==> config.mk <==
export PLATFORM = sky130hd
export DESIGN_NAME = mario_life_ctrl_flat
export DESIGN_NICKNAME = d
export VERILOG_FILES = /design/src/rtl/mario_life_ctrl_if.sv /design/src/rtl/mario_life_ctrl.sv /design/src/flat_wrapper.sv
export SDC_FILE = /design/constraint.sdc
export NUM_CORES = 1
export LEC_CHECK = 0
export ABC_AREA = 1
export BUFFER_PORTS_ARGS = -buffer_cell sky130_fd_sc_hd__buf_2
export CORE_MARGIN = 4
export CORE_UTILIZATION = 30
export CTS_BUF_LIST = sky130_fd_sc_hd__clkbuf_2 sky130_fd_sc_hd__clkbuf_4 sky130_fd_sc_hd__clkbuf_8
export DETAILED_ROUTE_END_ITERATION = 6
export PLACE_DENSITY = 0.54
export SETUP_SLACK_MARGIN = 0.15
export SYNTH_ARGS = -nofsm -noshare
export SYNTH_HDL_FRONTEND = slang
export SYNTH_SLANG_ARGS = --single-unit
export TNS_END_PERCENT = 20
==> constraint.sdc <==
create_clock -name Clk -period 2.8 [get_ports Clk]
set_clock_uncertainty 0.2 [all_clocks]
set_input_delay 0 -clock Clk [delete_from_list [all_inputs] [get_ports Clk]]
set_output_delay 0 -clock Clk [all_outputs]
set_load 0.05 [all_outputs]
==> src/rtl/mario_life_ctrl_if.sv <==
// Signal bundle between the Mario life/score controller and the game logic around it.
// The controller takes the slave view; the frame timing, keyboard and collision side is the master.
interface mario_life_ctrl_if;
    logic        frame_tick;
    logic        start;
    logic        is_Mario_die;
    logic        is_goomba_die;
    logic        collide_rst;
    logic        mario_respawn;
    logic        mario_dying;
    logic        goomba_squashed;
    logic        goomba_gone;
    logic [1:0]  lives;
    logic [15:0] score;
    logic        game_over;
    logic        playing;

    modport master (
        output frame_tick,
        output start,
        output is_Mario_die,
        output is_goomba_die,
        input  collide_rst,
        input  mario_respawn,
        input  mario_dying,
        input  goomba_squashed,
        input  goomba_gone,
        input  lives,
        input  score,
        input  game_over,
        input  playing
    );

    modport slave (
        input  frame_tick,
        input  start,
        input  is_Mario_die,
        input  is_goomba_die,
        output collide_rst,
        output mario_respawn,
        output mario_dying,
        output goomba_squashed,
        output goomba_gone,
        output lives,
        output score,
        output game_over,
        output playing
    );
endinterface

==> src/rtl/mario_life_ctrl.sv <==
// Mario life/score controller: game state, lives, saturating score, death animation timing and
// goomba squash timing. Everything is on the rising Clk edge with a synchronous active-low Reset.
module mario_life_ctrl #(
    parameter int unsigned DEATH_FRAMES  = 60,
    parameter int unsigned SQUASH_FRAMES = 30,
    parameter int unsigned START_LIVES   = 3,
    parameter int unsigned STOMP_POINTS  = 100
) (
    input logic              Clk,
    input logic              Reset,
    mario_life_ctrl_if.slave bus
);

    localparam logic [7:0] DeathLast  = 8'(DEATH_FRAMES - 1);
    localparam logic [7:0] SquashLast = 8'(SQUASH_FRAMES - 1);
    localparam logic [1:0] StartLives = 2'(START_LIVES);

    typedef enum logic [2:0] {
        StIdle,
        StPlay,
        StDying,
        StRespawn,
        StGameOver
    } state_e;

    state_e      state_q, state_d;
    logic [1:0]  lives_q, lives_d;
    logic [15:0] score_q, score_d;
    logic [7:0]  frame_cnt_q, frame_cnt_d;
    logic [7:0]  squash_cnt_q, squash_cnt_d;
    logic        squashed_q, squashed_d;
    logic        gone_q, gone_d;
    logic        stomp_scored_q, stomp_scored_d;
    logic        collide_rst_q, collide_rst_d;
    logic        respawn_q, respawn_d;
    logic [31:0] score_sum;
    logic        squash_run;

    assign score_sum  = {16'd0, score_q} + STOMP_POINTS;
    // The squash sprite keeps timing out even while Mario is dying or respawning.
    assign squash_run = squashed_q && bus.frame_tick &&
                        (state_q != StIdle) && (state_q != StGameOver);

    always_comb begin
        state_d        = state_q;
        lives_d        = lives_q;
        score_d        = score_q;
        frame_cnt_d    = frame_cnt_q;
        squash_cnt_d   = squash_cnt_q;
        squashed_d     = squashed_q;
        gone_d         = gone_q;
        stomp_scored_d = stomp_scored_q;
        collide_rst_d  = 1'b0;
        respawn_d      = 1'b0;

        if (squash_run) begin
            if (squash_cnt_q == SquashLast) begin
                squashed_d = 1'b0;
                gone_d     = 1'b1;
            end else begin
                squash_cnt_d = squash_cnt_q + 8'd1;
            end
        end

        case (state_q)
            StIdle, StGameOver: begin
                if (bus.start) begin
                    state_d        = StPlay;
                    lives_d        = StartLives;
                    score_d        = 16'd0;
                    frame_cnt_d    = 8'd0;
                    squash_cnt_d   = 8'd0;
                    squashed_d     = 1'b0;
                    gone_d         = 1'b0;
                    stomp_scored_d = 1'b0;
                    collide_rst_d  = 1'b1;
                    respawn_d      = 1'b1;
                end
            end
            StPlay: begin
                // A simultaneous kill and stomp resolves as a kill.
                if (bus.is_Mario_die) begin
                    state_d     = StDying;
                    frame_cnt_d = 8'd0;
                end else if (bus.is_goomba_die && !squashed_q && !stomp_scored_q) begin
                    score_d        = (score_sum > 32'h0000_FFFF) ? 16'hFFFF : score_sum[15:0];
                    stomp_scored_d = 1'b1;
                    squashed_d     = 1'b1;
                    squash_cnt_d   = 8'd0;
                end
            end
            StDying: begin
                if (bus.frame_tick) begin
                    if (frame_cnt_q == DeathLast) begin
                        if (lives_q > 2'd1) begin
                            lives_d = lives_q - 2'd1;
                            state_d = StRespawn;
                        end else begin
                            lives_d = 2'd0;
                            state_d = StGameOver;
                        end
                    end else begin
                        frame_cnt_d = frame_cnt_q + 8'd1;
                    end
                end
            end
            StRespawn: begin
                state_d        = StPlay;
                squash_cnt_d   = 8'd0;
                squashed_d     = 1'b0;
                gone_d         = 1'b0;
                stomp_scored_d = 1'b0;
                collide_rst_d  = 1'b1;
                respawn_d      = 1'b1;
            end
            default: state_d = StIdle;
        endcase
    end

    always_ff @(posedge Clk) begin
        if (!Reset) begin
            state_q        <= StIdle;
            lives_q        <= 2'd0;
            score_q        <= 16'd0;
            frame_cnt_q    <= 8'd0;
            squash_cnt_q   <= 8'd0;
            squashed_q     <= 1'b0;
            gone_q         <= 1'b0;
            stomp_scored_q <= 1'b0;
            collide_rst_q  <= 1'b0;
            respawn_q      <= 1'b0;
        end else begin
            state_q        <= state_d;
            lives_q        <= lives_d;
            score_q        <= score_d;
            frame_cnt_q    <= frame_cnt_d;
            squash_cnt_q   <= squash_cnt_d;
            squashed_q     <= squashed_d;
            gone_q         <= gone_d;
            stomp_scored_q <= stomp_scored_d;
            collide_rst_q  <= collide_rst_d;
            respawn_q      <= respawn_d;
        end
    end

    assign bus.collide_rst     = collide_rst_q;
    assign bus.mario_respawn   = respawn_q;
    assign bus.mario_dying     = (state_q == StDying);
    assign bus.goomba_squashed = squashed_q;
    assign bus.goomba_gone     = gone_q;
    assign bus.lives           = lives_q;
    assign bus.score           = score_q;
    assign bus.game_over       = (state_q == StGameOver);
    assign bus.playing         = (state_q == StPlay);

endmodule

==> src/flat_wrapper.sv <==
// flat-port wrapper written by rule: the top's interface ports become plain ports
module mario_life_ctrl_flat 
#(
    parameter int unsigned DEATH_FRAMES  = 60,
    parameter int unsigned SQUASH_FRAMES = 30,
    parameter int unsigned START_LIVES   = 3,
    parameter int unsigned STOMP_POINTS  = 100
)
  (Clk, Reset, bus_frame_tick, bus_start, bus_is_Mario_die, bus_is_goomba_die, bus_collide_rst, bus_mario_respawn, bus_mario_dying, bus_goomba_squashed, bus_goomba_gone, bus_lives, bus_score, bus_game_over, bus_playing);
  mario_life_ctrl_if bus_i ();
  input logic Clk;
  input logic Reset;
  input wire logic [$bits(bus_i.frame_tick)-1:0] bus_frame_tick;
  input wire logic [$bits(bus_i.start)-1:0] bus_start;
  input wire logic [$bits(bus_i.is_Mario_die)-1:0] bus_is_Mario_die;
  input wire logic [$bits(bus_i.is_goomba_die)-1:0] bus_is_goomba_die;
  output wire logic [$bits(bus_i.collide_rst)-1:0] bus_collide_rst;
  output wire logic [$bits(bus_i.mario_respawn)-1:0] bus_mario_respawn;
  output wire logic [$bits(bus_i.mario_dying)-1:0] bus_mario_dying;
  output wire logic [$bits(bus_i.goomba_squashed)-1:0] bus_goomba_squashed;
  output wire logic [$bits(bus_i.goomba_gone)-1:0] bus_goomba_gone;
  output wire logic [$bits(bus_i.lives)-1:0] bus_lives;
  output wire logic [$bits(bus_i.score)-1:0] bus_score;
  output wire logic [$bits(bus_i.game_over)-1:0] bus_game_over;
  output wire logic [$bits(bus_i.playing)-1:0] bus_playing;
  assign bus_i.frame_tick = bus_frame_tick;
  assign bus_i.start = bus_start;
  assign bus_i.is_Mario_die = bus_is_Mario_die;
  assign bus_i.is_goomba_die = bus_is_goomba_die;
  assign bus_collide_rst = bus_i.collide_rst;
  assign bus_mario_respawn = bus_i.mario_respawn;
  assign bus_mario_dying = bus_i.mario_dying;
  assign bus_goomba_squashed = bus_i.goomba_squashed;
  assign bus_goomba_gone = bus_i.goomba_gone;
  assign bus_lives = bus_i.lives;
  assign bus_score = bus_i.score;
  assign bus_game_over = bus_i.game_over;
  assign bus_playing = bus_i.playing;
  mario_life_ctrl #(.DEATH_FRAMES(DEATH_FRAMES), .SQUASH_FRAMES(SQUASH_FRAMES), .START_LIVES(START_LIVES), .STOMP_POINTS(STOMP_POINTS)) u_core (.Clk(Clk), .Reset(Reset), .bus(bus_i));
endmodule
-- Yosys cells after proc, flatten, opt, wreduce, memory -nomap -nowiden
Index checks and enable logic that the tools add are counted.
- reduce and logical (&&, ||, !) cells: 19
- add/sub/neg operators: 4
- $lt $le $gt $ge: 2
- mux-type cells: 43
- eq/ne operators: 14
- operator list (operator ; number):
    $mux W8 ; 9
    $mux W16 ; 4
    $pmux W8 S3 ; 2
    $gt A32 B16 Y1 const B ; 1
    $pmux W16 S2 ; 1
    $add A16 B7 Y17 const B ; 1
    $add A8 B1 Y8 const B ; 2
    $reduce_and A4 Y1 ; 4
    $mux W3 ; 5
    $mux W1 ; 12
    $pmux W3 S4 ; 1
    $ne A2 B2 Y1 const B ; 5
    $reduce_bool A3 Y1 ; 3
    $eq A8 B5 Y1 const B ; 1
    $eq A8 B6 Y1 const B ; 1
    $mux W2 ; 4
    $eq A3 B2 Y1 const B ; 2
    $pmux W1 S3 ; 2
    $logic_and A1 B1 Y1 ; 5
    $reduce_and A5 Y1 ; 1
    $ne A2 B1 Y1 const B ; 2
    $pmux W1 S2 ; 2
    $pmux W2 S2 ; 1
    $reduce_bool A2 Y1 ; 2
    8 further kinds ; 9
- bits in registers: 41
- word-level logic and storage cells: 91
- output and inout bits: 25

-- Depth between registers and ports, before layout
Gate-level depths: netlist of run 1.
- word-level depth: 7
- gate-level depth with buffers: 10

-- Worst setup path before layout of run 1
No wires, ideal clock.
- path kind: register to register
- start point: register u_core.score_q[3], in the netlist u_core.bus.score[3]
- end point: register u_core.score_q[9], in the netlist u_core.bus.score[9]
- data arrival time: 1743 ps
- data required time: 2536 ps
- path slack: 792 ps
- setup time: 64 ps
- buffers on the path: 0
- cell stages (with the launch flop): 10
- cell sequence: dfxtp_1 -> ha_1 -> nand2_1 -> nand2_1 -> nand2_1 -> nor2_4 -> inv_1 -> nand2_1 -> a21oi_2 -> nor2_1
- longest elaborated chain between the ends: 6
- RTL lines (what ; line ; source):
    from (decl) ; mario_life_ctrl.sv:28 ; logic [15:0] score_q, score_d;
    from (signal assigned) ; mario_life_ctrl.sv:135 ; score_q <= score_d;
    $add A16 B7 Y17 (*) ; mario_life_ctrl.sv:39 ; assign score_sum = {16'd0, score_q} + STOMP_POINTS;
    $gt A32 B16 Y1 ; mario_life_ctrl.sv:86 ; score_d = (score_sum > 32'h0000_FFFF) ? 16'hFFFF : score_sum[15:0];
    $mux W16 (*) ; mario_life_ctrl.sv:86 ;
    $mux W16 (*) ; mario_life_ctrl.sv:85 ; end else if (bus.is_goomba_die && !squashed_q && !stomp_scored_q) begin
    $mux W16 (*) ; mario_life_ctrl.sv:82 ; if (bus.is_Mario_die) begin
    $pmux W16 S2 (*) ; mario_life_ctrl.sv:65 ; case (state_q)
Every way passes the cells marked *; elsewhere a longest branch is shown, timed or not. The select of a mux whose other input is x is not followed.
A chain may end at the register's enable or synchronous reset.

-- Worst setup path in the final report of run 1
- start point: register u_core.score_q[2], in the netlist u_core.bus.score[2]
- end point: register u_core.score_q[0], in the netlist u_core.bus.score[0]
- longest elaborated chain between the ends: 6
- RTL lines (what ; line):
    $add A16 B7 Y17 ; mario_life_ctrl.sv:39
    $gt A32 B16 Y1 ; mario_life_ctrl.sv:86
    $mux W16 ; mario_life_ctrl.sv:86
    $mux W16 ; mario_life_ctrl.sv:85
    $mux W16 ; mario_life_ctrl.sv:82
    $pmux W16 S2 ; mario_life_ctrl.sv:65
No other way between the ends. The select of a mux whose other input is x is not followed.

==> reports/metrics.csv, run 1 <==
metric,value,unit
warnings from Yosys,0,
IO Count,31,
Leak,1.22,nW
Critical Path RT,2840,ps
DRT Wirelength,5.37,mm
status,finished clean,
largest family of logic cells by synthesized area,simple AND/OR/NAND/NOR gates,
"EDFF count, synth",0,
vias,2256,
Routed WL per cell,10.8,um
max-slew violations,0,
Max-Cap Viols,0,
final RePlAce weighted congestion,0.855,
Pre-antenna DRT Iters,4,
final core utilization,36.9,%
Initial Utilization,31.5,%
hold_ws,5.61,ps
Synth Area in XOR/XNOR,3.37,%
grt ovf,0,
port buffer count,30,
DP HPWL,4.10,mm
worst slew pin tran,444,ps
FF-to-FF End,u_core.bus.score[0],
slowest CP cell,dlygate4sd3_1,
Avg Vias per Cell,4.53,
FP Rows,31,
"Max FO, Critical Path",9,
Rel. slew slack,70.4,%
Worst Path Buf+Inv,1,
CTS Sinks,40,
TritonCTS clock tree,done,
Fmax,462,MHz
post-synthesis simple-gate area fraction,41.0,%
Worst R2R Setup Slack,640,ps
Power Density,745,nW/um^2
final cycle utilization of the critical path,77.3,%
post-synthesis register bit count,40,
Async SR Flop Fraction,0,%
clk_lat worst skew,300,ps
number of global-route vias before repair,2039,
clk slew on worst S/H paths,90,ps
crit start category,flip-flop,
setup TNS,0,ps
Gate Count Post-Synth,362,
Crit path max-delay family,simple AND/OR/NAND/NOR gates,
largest net degree at the start of global routing,14,
CP endpoint,u_core.bus.score[0],
FF-to-FF path depth,8,
"Seq/Total Area, Yosys",34.3,%
Die Ht,96.3,um
syn_nets,372,
NumNets Final,408,
IR Drop Worst-Case VDD,219,uV
Synth top area share,34.3,%
Antenna Cells,0,
Tmin final,2160,ps
Setup Buffers After CTS,0,
Yosys top cell by area,dfxtp_1,
endpoint class of the critical path,flip-flop,
"Avg Cell Area, Syn",6.46,um^2
CP Class,reg -> reg,
Syn-to-layout area delta,16.8,%
final hold violations,0,
Bufs on Longest Clock Path,2,
post-CTS resize count,0,
CTS buffer count,5,
die width,96.3,um
Final Power,0.00204,W
most common cell in the netlist,nand2_1,
Hold Crit Class,in -> reg,
critical path startpoint,u_core.bus.score[2],
synth unique cells,27,
DIE AREA,9270,um^2
clk root buf,clkbuf_8,
share of layout cells above drive strength 1,17.8,%
final antenna-violating net count,0,
WP data arrival,2210,ps
Most common cell on crit path,nand2_1,
core area,7410,um^2
synthesized-area fraction occupied by adder cells,2.14,%
R2R Path Start,u_core.bus.score[2],
H-tree depth,2,
DR iter-0 viols,94,
RSZ-0062 raised after global routing,no,
setup violators final,0,
Synth Area in Compound Gates,10.3,%
Crit path largest cell delay,560,ps
post-synthesis mux area share,0,%
"Top FF cell, synth",dfxtp_1,
Total GRT Usage,12.6,%
worst-path cell chain,"ha_1, nand2_1, nand2_1, nand2_1, nor2_4, nand2_1, a21oi_1, dlygate4sd3_1",
initial antenna violation count,0,
critical path depth,8,
Post-Syn Area,2340,um^2
Synth area leaders,"dfxtp_1, nand2_1, nor2_1",
final routed DRC violation total,0,
first-pass GRT wire length,9.25,mm
commonest cells in the synthesized netlist,"nand2_1, nor2_1, dfxtp_1, inv_1, a21oi_1",
==> placed cells by master (no fill, tap or decap), types with 7 or more instances in the layout <==
| cell | netlist | layout |
|---|---|---|
| nand2_1 | 114 | 114 |
| nor2_1 | 46 | 46 |
| dfxtp_1 | 40 | 40 |
| inv_1 | 37 | 37 |
| buf_2 | 1 | 30 |
| a21oi_1 | 27 | 27 |
| nand3_1 | 19 | 19 |
| o21ai_0 | 15 | 15 |
| nand2_2 | 8 | 8 |
| xor2_1 | 7 | 7 |
==> report_power, final <==
part | switching [W] | internal [W]
sequential | 0.0000644 | 0.000622
clock | 0.000215 | 0.000264
combinational | 0.000634 | 0.000236
==> kinds of logic after synthesis <==
family | after synthesis
AOI/OAI and AO/OA | 46
xor gates and xnor gates | 9
adders and majority gates | 4
buffers and inverters | 50
DFF | 40
and+or+nand+nor | 213
==> registers in the layout, indices dropped and copies added (netlist names) <==
register	cells
u_core.stomp_scored_q	1
u_core.bus.goomba_squashed	1
u_core.bus.collide_rst	1
u_core.squash_cnt_q	8
u_core.state_q	3
u_core.frame_cnt_q	8
u_core.bus.lives	2
u_core.bus.score	15
u_core.bus.goomba_gone	1
==> tightest hold or removal path: cells and delay by family <==
family	cells	cell delay, ps
AOI/OAI and AO/OA	1	160
buffers and inverters	2	160
and+or+nand+nor	2	140
==> metrics by stage <==
step           std cells  setup WS (ps)  cell area, um^2
2_1_floorplan        362            792             2340
3_3_place_gp         485           1000             2570
3_5_place_dp         485            966             2570
4_1_cts              498            634             2730
5_1_grt              498            457             2730
6_report             498            635             2730
==> routing by layer <==
| layer | part of all wire [%] | wire length [um] | global-route usage (%) |
|---|---|---|---|
| met3 | 5.9 | 314 | 3.21 |
| met5 | 0 | 0 | 0 |
| met2 | 45 | 2420 | 19.3 |
| met4 | 0.75 | 40 | 3.55 |
| met1 | 48 | 2590 | 17.3 |
==> worst min-delay path by stage <==
stage | startpoint | slack (ps) | endpoint | cells after the start
after floorplan | Reset | -70 | u_core.stomp_scored_q | 2
after global placement | bus_start | 120 | u_core.bus.score[0] | 4
after detailed placement | bus_start | 120 | u_core.bus.score[0] | 4
after CTS | bus_is_Mario_die | 4 | u_core.bus.score[10] | 6
after global routing | bus_is_Mario_die | 30 | u_core.state_q[2] | 5
final | bus_is_Mario_die | 6 | u_core.state_q[2] | 5
==> cell type report <==
| type | instances | area, um^2 |
|---|---|---|
| Clock inverter | 3 | 42.5 |
| Timing Repair Buffer | 35 | 200 |
| Multi-Input combinational cell | 272 | 1330 |
| Inverter | 44 | 166 |
| Sequential cell | 40 | 801 |
| Tap cell | 99 | 124 |
| Fill cell | 802 | 4680 |
| Clock buffer | 5 | 68.8 |
==> timing repair <==
item | 4_1_cts | 5_1_grt
hold buffers | 5 | 0
endpoints found under the setup margin | 0 | 0
hold endpoints to repair | 21 | 0
Note: power is estimated with default switching activity, not from simulation.
==> inputs of run 2 (changes only) <==
Clock period 2.8 ns to 2.1 ns, I/O delays scaled along.
==> run 2 against run 1 <==
  * Via count down 0.35%
  * Global-route usage up 0.053 points
  * Sequential share of layout area about the same
  * Non-clock buffer count unchanged
  * Cell count unchanged
  * Critical path type unchanged
  * Count of clock-buffer cells in the layout stayed put
==> reports/metrics.csv, run 2 (same netlist as run 1, synthesis figures left out) <==
metric,value,unit,change
Bufs on Longest Clock Path,2,,unchanged
max-slew violations,0,,unchanged
NumNets Final,408,,unchanged
clk_lat worst skew,300,ps,about the same
CP Class,reg -> reg,,unchanged
crit start category,flip-flop,,unchanged
gr busiest metal,met2,,unchanged
Tmin final,1770,ps,was 2160 ps
met3 Use GR,3.13,%,was 3.21%
Final Instance Area,2740,um^2,was 2730 um^2
final RePlAce weighted congestion,0.816,,was 0.855
CTS buffer count,5,,unchanged
grt ovf,0,,unchanged
met2 Track Usage GR,19.6,%,was 19.3%
footprint of the multi-input gates,1330,um^2,about the same
Initial Utilization,31.5,%,unchanged
Die Ht,96.3,um,unchanged
WP data arrival,1770,ps,was 2210 ps
Hold Crit Endpoint,u_core.bus.goomba_gone,,was u_core.state_q[2]
setup TNS,0,ps,unchanged
worst-path cell chain,"nor2_1, nand2_2, inv_2, nand2_2, nand2_2, nor2_4, nand2_1, nand2_1, nor2_1",,"was ha_1, nand2_1, nand2_1, nand2_1, nor2_4, nand2_1, a21oi_1, dlygate4sd3_1"
die width,96.3,um,unchanged
"commonest non-fill, non-tap cell in the layout",nand2_1,,unchanged
vias,2248,,"was 2,256"
Worst Min Path Start,u_core.bus.goomba_gone,,was bus_is_Mario_die
final antenna-violating net count,0,,unchanged
Syn-to-layout area delta,17.2,%,was 16.8%
Antenna Cells,0,,unchanged
clk root buf,clkbuf_8,,unchanged
slowest CP cell,dfxtp_1,,was dlygate4sd3_1
DR iter-0 viols,61,,was 94
Layout fillers,836,,was 802
Worst R2R Setup Slack,330,ps,was 640 ps
"Max FO, Critical Path",12,,was 9
clk slew on worst S/H paths,90,ps,about the same
port buffer count,30,,unchanged
Register Area,803,um^2,was 801 um^2
Hold Crit Class,reg -> reg,,was in -> reg
Total GRT Usage,12.6,%,about the same
Critical Path RT,2100,ps,was 2840 ps
share of layout cells above drive strength 1,18.5,%,was 17.8%
max reg flops,15,,unchanged
worst slew pin tran,480,ps,was 444 ps
DP HPWL,4.08,mm,was 4.10 mm
TritonCTS clock tree,done,,unchanged
setup violators final,0,,unchanged
endpoint class of the critical path,flip-flop,,unchanged
Routed WL per cell,10.9,um,was 10.8 um
Avg Vias per Cell,4.51,,was 4.53
FF-to-FF path depth,9,,was 8
Power Density,1010,nW/um^2,was 745 nW/um^2
IO Count,31,,unchanged
DRT Wirelength,5.43,mm,was 5.37 mm
DIE AREA,9270,um^2,unchanged
Most common cell on crit path,nand2_2,,was nand2_1
"non-filler cells, final",498,,unchanged
core area,7410,um^2,unchanged
Final Power,0.00275,W,was 0.00204 W
Leak,1.22,nW,about the same
IR Drop Worst-Case VDD,355,uV,was 219 uV
final routed DRC violation total,0,,unchanged
Fmax,565,MHz,was 462 MHz
Worst Path Buf+Inv,1,,unchanged
global routing usage on met1,17.1,%,was 17.3%
Max-Cap Viols,0,,unchanged
FP Rows,31,,unchanged
CTS Sinks,40,,unchanged
RSZ-0062 raised after global routing,yes,,was no
final cycle utilization of the critical path,84.3,%,was 77.3%
final hold violations,0,,unchanged
Crit path max-delay family,simple AND/OR/NAND/NOR gates,,unchanged
Cells after DPL,485,,unchanged
largest net degree at the start of global routing,15,,was 14
Hold Path Stages,2,,was 5
status,finished clean,,unchanged
initial antenna violation count,0,,unchanged
most frequent cells in the layout,"nand2_1, nor2_1, dfxtp_1, inv_1, buf_2",,unchanged
Crit path largest cell delay,470,ps,was 560 ps
first-pass GRT wire length,9.32,mm,was 9.25 mm
Placed Area,2570,um^2,about the same
Setup Buffers After CTS,0,,unchanged
number of global-route vias before repair,2051,,"was 2,039"
R2R Path Start,u_core.state_q[0],,was u_core.bus.score[2]
FF-to-FF End,u_core.frame_cnt_q[1],,was u_core.bus.score[0]
Rel. slew slack,67.9,%,was 70.4%
H-tree depth,2,,unchanged
Pre-antenna DRT Iters,4,,unchanged
run 2: metrics by stage:
| stage | util [%] | hold slack, ps | setup slack [ps] |
|---|---|---|---|
| finish | 37.0 | 266 | 329 |
| global route | 37.0 | 294 | 109 |
| CTS | 36.9 | 272 | 300 |
| detailed placement | 34.7 | 132 | 317 |
| global placement | 34.7 | 132 | 325 |
| floorplan | - | -70.0 | 258 |
run 2: metal layers:
layer / share of wire [%] / up-vias
met5: 0 / -
met4: 1.3 / 0
met3: 4.7 / 5
met2: 44 / 40
met1: 50 / 999
li1: - / 1204
run 2: worst max-delay path by stage:
stage,start,end,slack (ps),cells after the start
2_1_floorplan,u_core.state_q[0],u_core.squash_cnt_q[7],260,8
3_3_place_gp,u_core.bus.score[3],u_core.bus.score[14],320,10
4_1_cts,u_core.bus.score[3],u_core.bus.score[12],300,10
6_report,u_core.state_q[0],u_core.frame_cnt_q[1],330,9
5_1_grt,u_core.bus.score[3],u_core.bus.score[12],110,10
3_5_place_dp,u_core.bus.score[3],u_core.bus.score[12],320,10
run 2: report_power, final:
part,total (W),internal [W],switching [W]
logic,0.00118,0.000316,0.000865
clock network,0.000660,0.000358,0.000301
registers,0.000913,0.000830,0.0000829
run 2: layout make-up:
type / instances / area share [%]
clock buffers: 5 / 2.51
clock inverters: 3 / 1.69
inverters: 44 / 6.08
multi-input cells: 272 / 48.6
flip-flops and latches: 40 / 29.3
well taps: 99 / 4.52
repair buffers: 35 / 7.31
run 2: worst reg2reg max path, stage by stage, from the launching register on:
cell and delay [ps]:
dfxtp_1 470, nor2_1 110, nand2_2 220, inv_2 110, nand2_2 140, nand2_2 80, nor2_4 170, nand2_1 80
nand2_1 60, nor2_1 40
run 2: what timing repair did:
action	CTS	global route
endpoints found under the hold margin	21	0
hold buffers	5	0
gates resized for setup	0	2
setup endpoints to repair	0	7
==> inputs of run 3 (changes only) <==
Clock period 2.1 ns to 1.8 ns, I/O delays scaled along.
==> run 3 against run 2 <==
  * Sequential cell count is the same
  * Sequential power grew 18%
  * Cell count grew 1.0%
  * Critical endpoint unchanged
  * Largest cell class unchanged
  * Highest routed layer unchanged
==> reports/metrics.csv, run 3 (same netlist as run 1, synthesis figures left out) <==
metric,value,unit,change
status,finished clean,,unchanged
Rel. slew slack,68.2,%,was 67.9%
CTS buffer count,5,,unchanged
Avg Vias per Cell,4.53,,was 4.51
final cycle utilization of the critical path,88.5,%,was 84.3%
die width,96.3,um,unchanged
Total GRT Usage,12.5,%,was 12.6%
clk_lat worst skew,290,ps,was 300 ps
Tmin final,1590,ps,was 1770 ps
Fmax,628,MHz,was 565 MHz
DR iter-0 viols,82,,was 61
Pre-antenna DRT Iters,4,,unchanged
"Max FO, Critical Path",7,,was 12
IO Count,31,,unchanged
RSZ-0062 raised after global routing,yes,,unchanged
FF-to-FF path depth,8,,was 9
DIE AREA,9270,um^2,unchanged
H-tree depth,2,,unchanged
final antenna-violating net count,0,,unchanged
largest net degree at the start of global routing,14,,was 15
FP Rows,31,,unchanged
most frequent cells in the layout,"nand2_1, nor2_1, inv_1, buf_2, a21oi_1",,"was nand2_1, nor2_1, dfxtp_1, inv_1, buf_2"
DP HPWL,4.12,mm,was 4.08 mm
DRT Wirelength,5.48,mm,was 5.43 mm
setup TNS,0,ps,unchanged
Routed WL per cell,10.9,um,about the same
CP Class,reg -> reg,,unchanged
max-slew violations,0,,unchanged
max reg flops,15,,unchanged
core area,7410,um^2,unchanged
port buffer count,30,,unchanged
TritonCTS clock tree,done,,unchanged
number of global-route vias before repair,2041,,"was 2,051"
initial antenna violation count,0,,unchanged
Final Power,0.00315,W,was 0.00275 W
NumNets Final,413,,was 408
Hold Path Stages,5,,was 2
Bufs on Longest Clock Path,2,,unchanged
CTS Sinks,40,,unchanged
clk slew on worst S/H paths,80,ps,was 90 ps
grt ovf,0,,unchanged
WP data arrival,1580,ps,was 1770 ps
final hold violations,0,,unchanged
Placed Area,2640,um^2,was 2570 um^2
final RePlAce weighted congestion,0.842,,was 0.816
share of layout cells above drive strength 1,26.7,%,was 18.5%
Power Density,1110,nW/um^2,was 1010 nW/um^2
clk root buf,clkbuf_8,,unchanged
Leak,1.25,nW,was 1.22 nW
endpoint class of the critical path,flip-flop,,unchanged
Final Instance Area,2840,um^2,was 2740 um^2
setup violators final,0,,unchanged
Syn-to-layout area delta,21.6,%,was 17.2%
Max-Cap Viols,0,,unchanged
"commonest non-fill, non-tap cell in the layout",nand2_1,,unchanged
Die Ht,96.3,um,unchanged
Antenna Cells,0,,unchanged
Critical Path RT,1790,ps,was 2100 ps
final routed DRC violation total,0,,unchanged
crit start category,flip-flop,,unchanged
IR Drop Worst-Case VDD,423,uV,was 355 uV
vias,2278,,"was 2,248"
Initial Utilization,31.5,%,unchanged
worst slew pin tran,476,ps,was 480 ps
Hold Crit Class,in -> reg,,was reg -> reg
first-pass GRT wire length,9.18,mm,was 9.32 mm
hold_ws,6.12,ps,was 266 ps
## run 3: final timing paths
kind,from,to,slack [ps]
setup / recovery,u_core.state_q[0],u_core.frame_cnt_q[1],210
hold / removal,bus_is_Mario_die,u_core.state_q[2],6
setup reg to reg,u_core.state_q[0],u_core.frame_cnt_q[1],210
hold reg to reg,u_core.bus.goomba_gone,u_core.bus.goomba_gone,260
## run 3: final cells by class
class / count / area [um^2]
repair buffers: 40 / 235
inverters: 44 / 169
well taps: 99 / 124
clock inverters: 2 / 10.0
flip-flops and latches: 40 / 831
multi-input cells: 272 / 1390
clock buffers: 6 / 82.6
fillers: 785 / 4570
## run 3: critical path: stages (launching register included)
cell and delay [ps]:
dfxtp_4 380, nor2_4 200, inv_2 110, nand3_2 150
nand2_2 80, nor2_4 200, nand2_1 70, nand2_1 70
nor2_1 40
## run 3: repair_timing
item | CTS | global route
buffers inserted | 2 | 1
pin swaps | 1 | 8
cloned | 0 | 0
setup endpoints to repair | 10 | 31
endpoints found under the hold margin | 18 | 0
hold buffers | 4 | 0
resized for setup | 2 | 18
## run 3: layer usage
layer  vias to the layer above  GRT usage (%)  routed length (um)  share of wire, %
met5                         -              0                   0                 0
met4                         0           3.55                  47              0.86
met3                         5           2.81                 251               4.6
met2                        37           19.3                2440                45
met1                      1015           17.5                2740                50
li1                       1221              -                   -                 -
## run 3: stage by stage
step                utilization (%)  worst slack, ps  std cells
floorplan                         -              134        362
global placement               35.6              102        488
detailed placement             35.6             94.1        488
CTS                            37.6              147        502
global route                   38.4              109        503
finish                         38.4              207        503
## run 3: report_power, final
part | internal, W | leakage (nW) | switching [W]
Clock | 0.000306 | 0.0510 | 0.000325
Combinational | 0.000405 | 0.865 | 0.00103
Sequential | 0.000978 | 0.333 | 0.000106
Total | 0.00169 | 1.25 | 0.00146
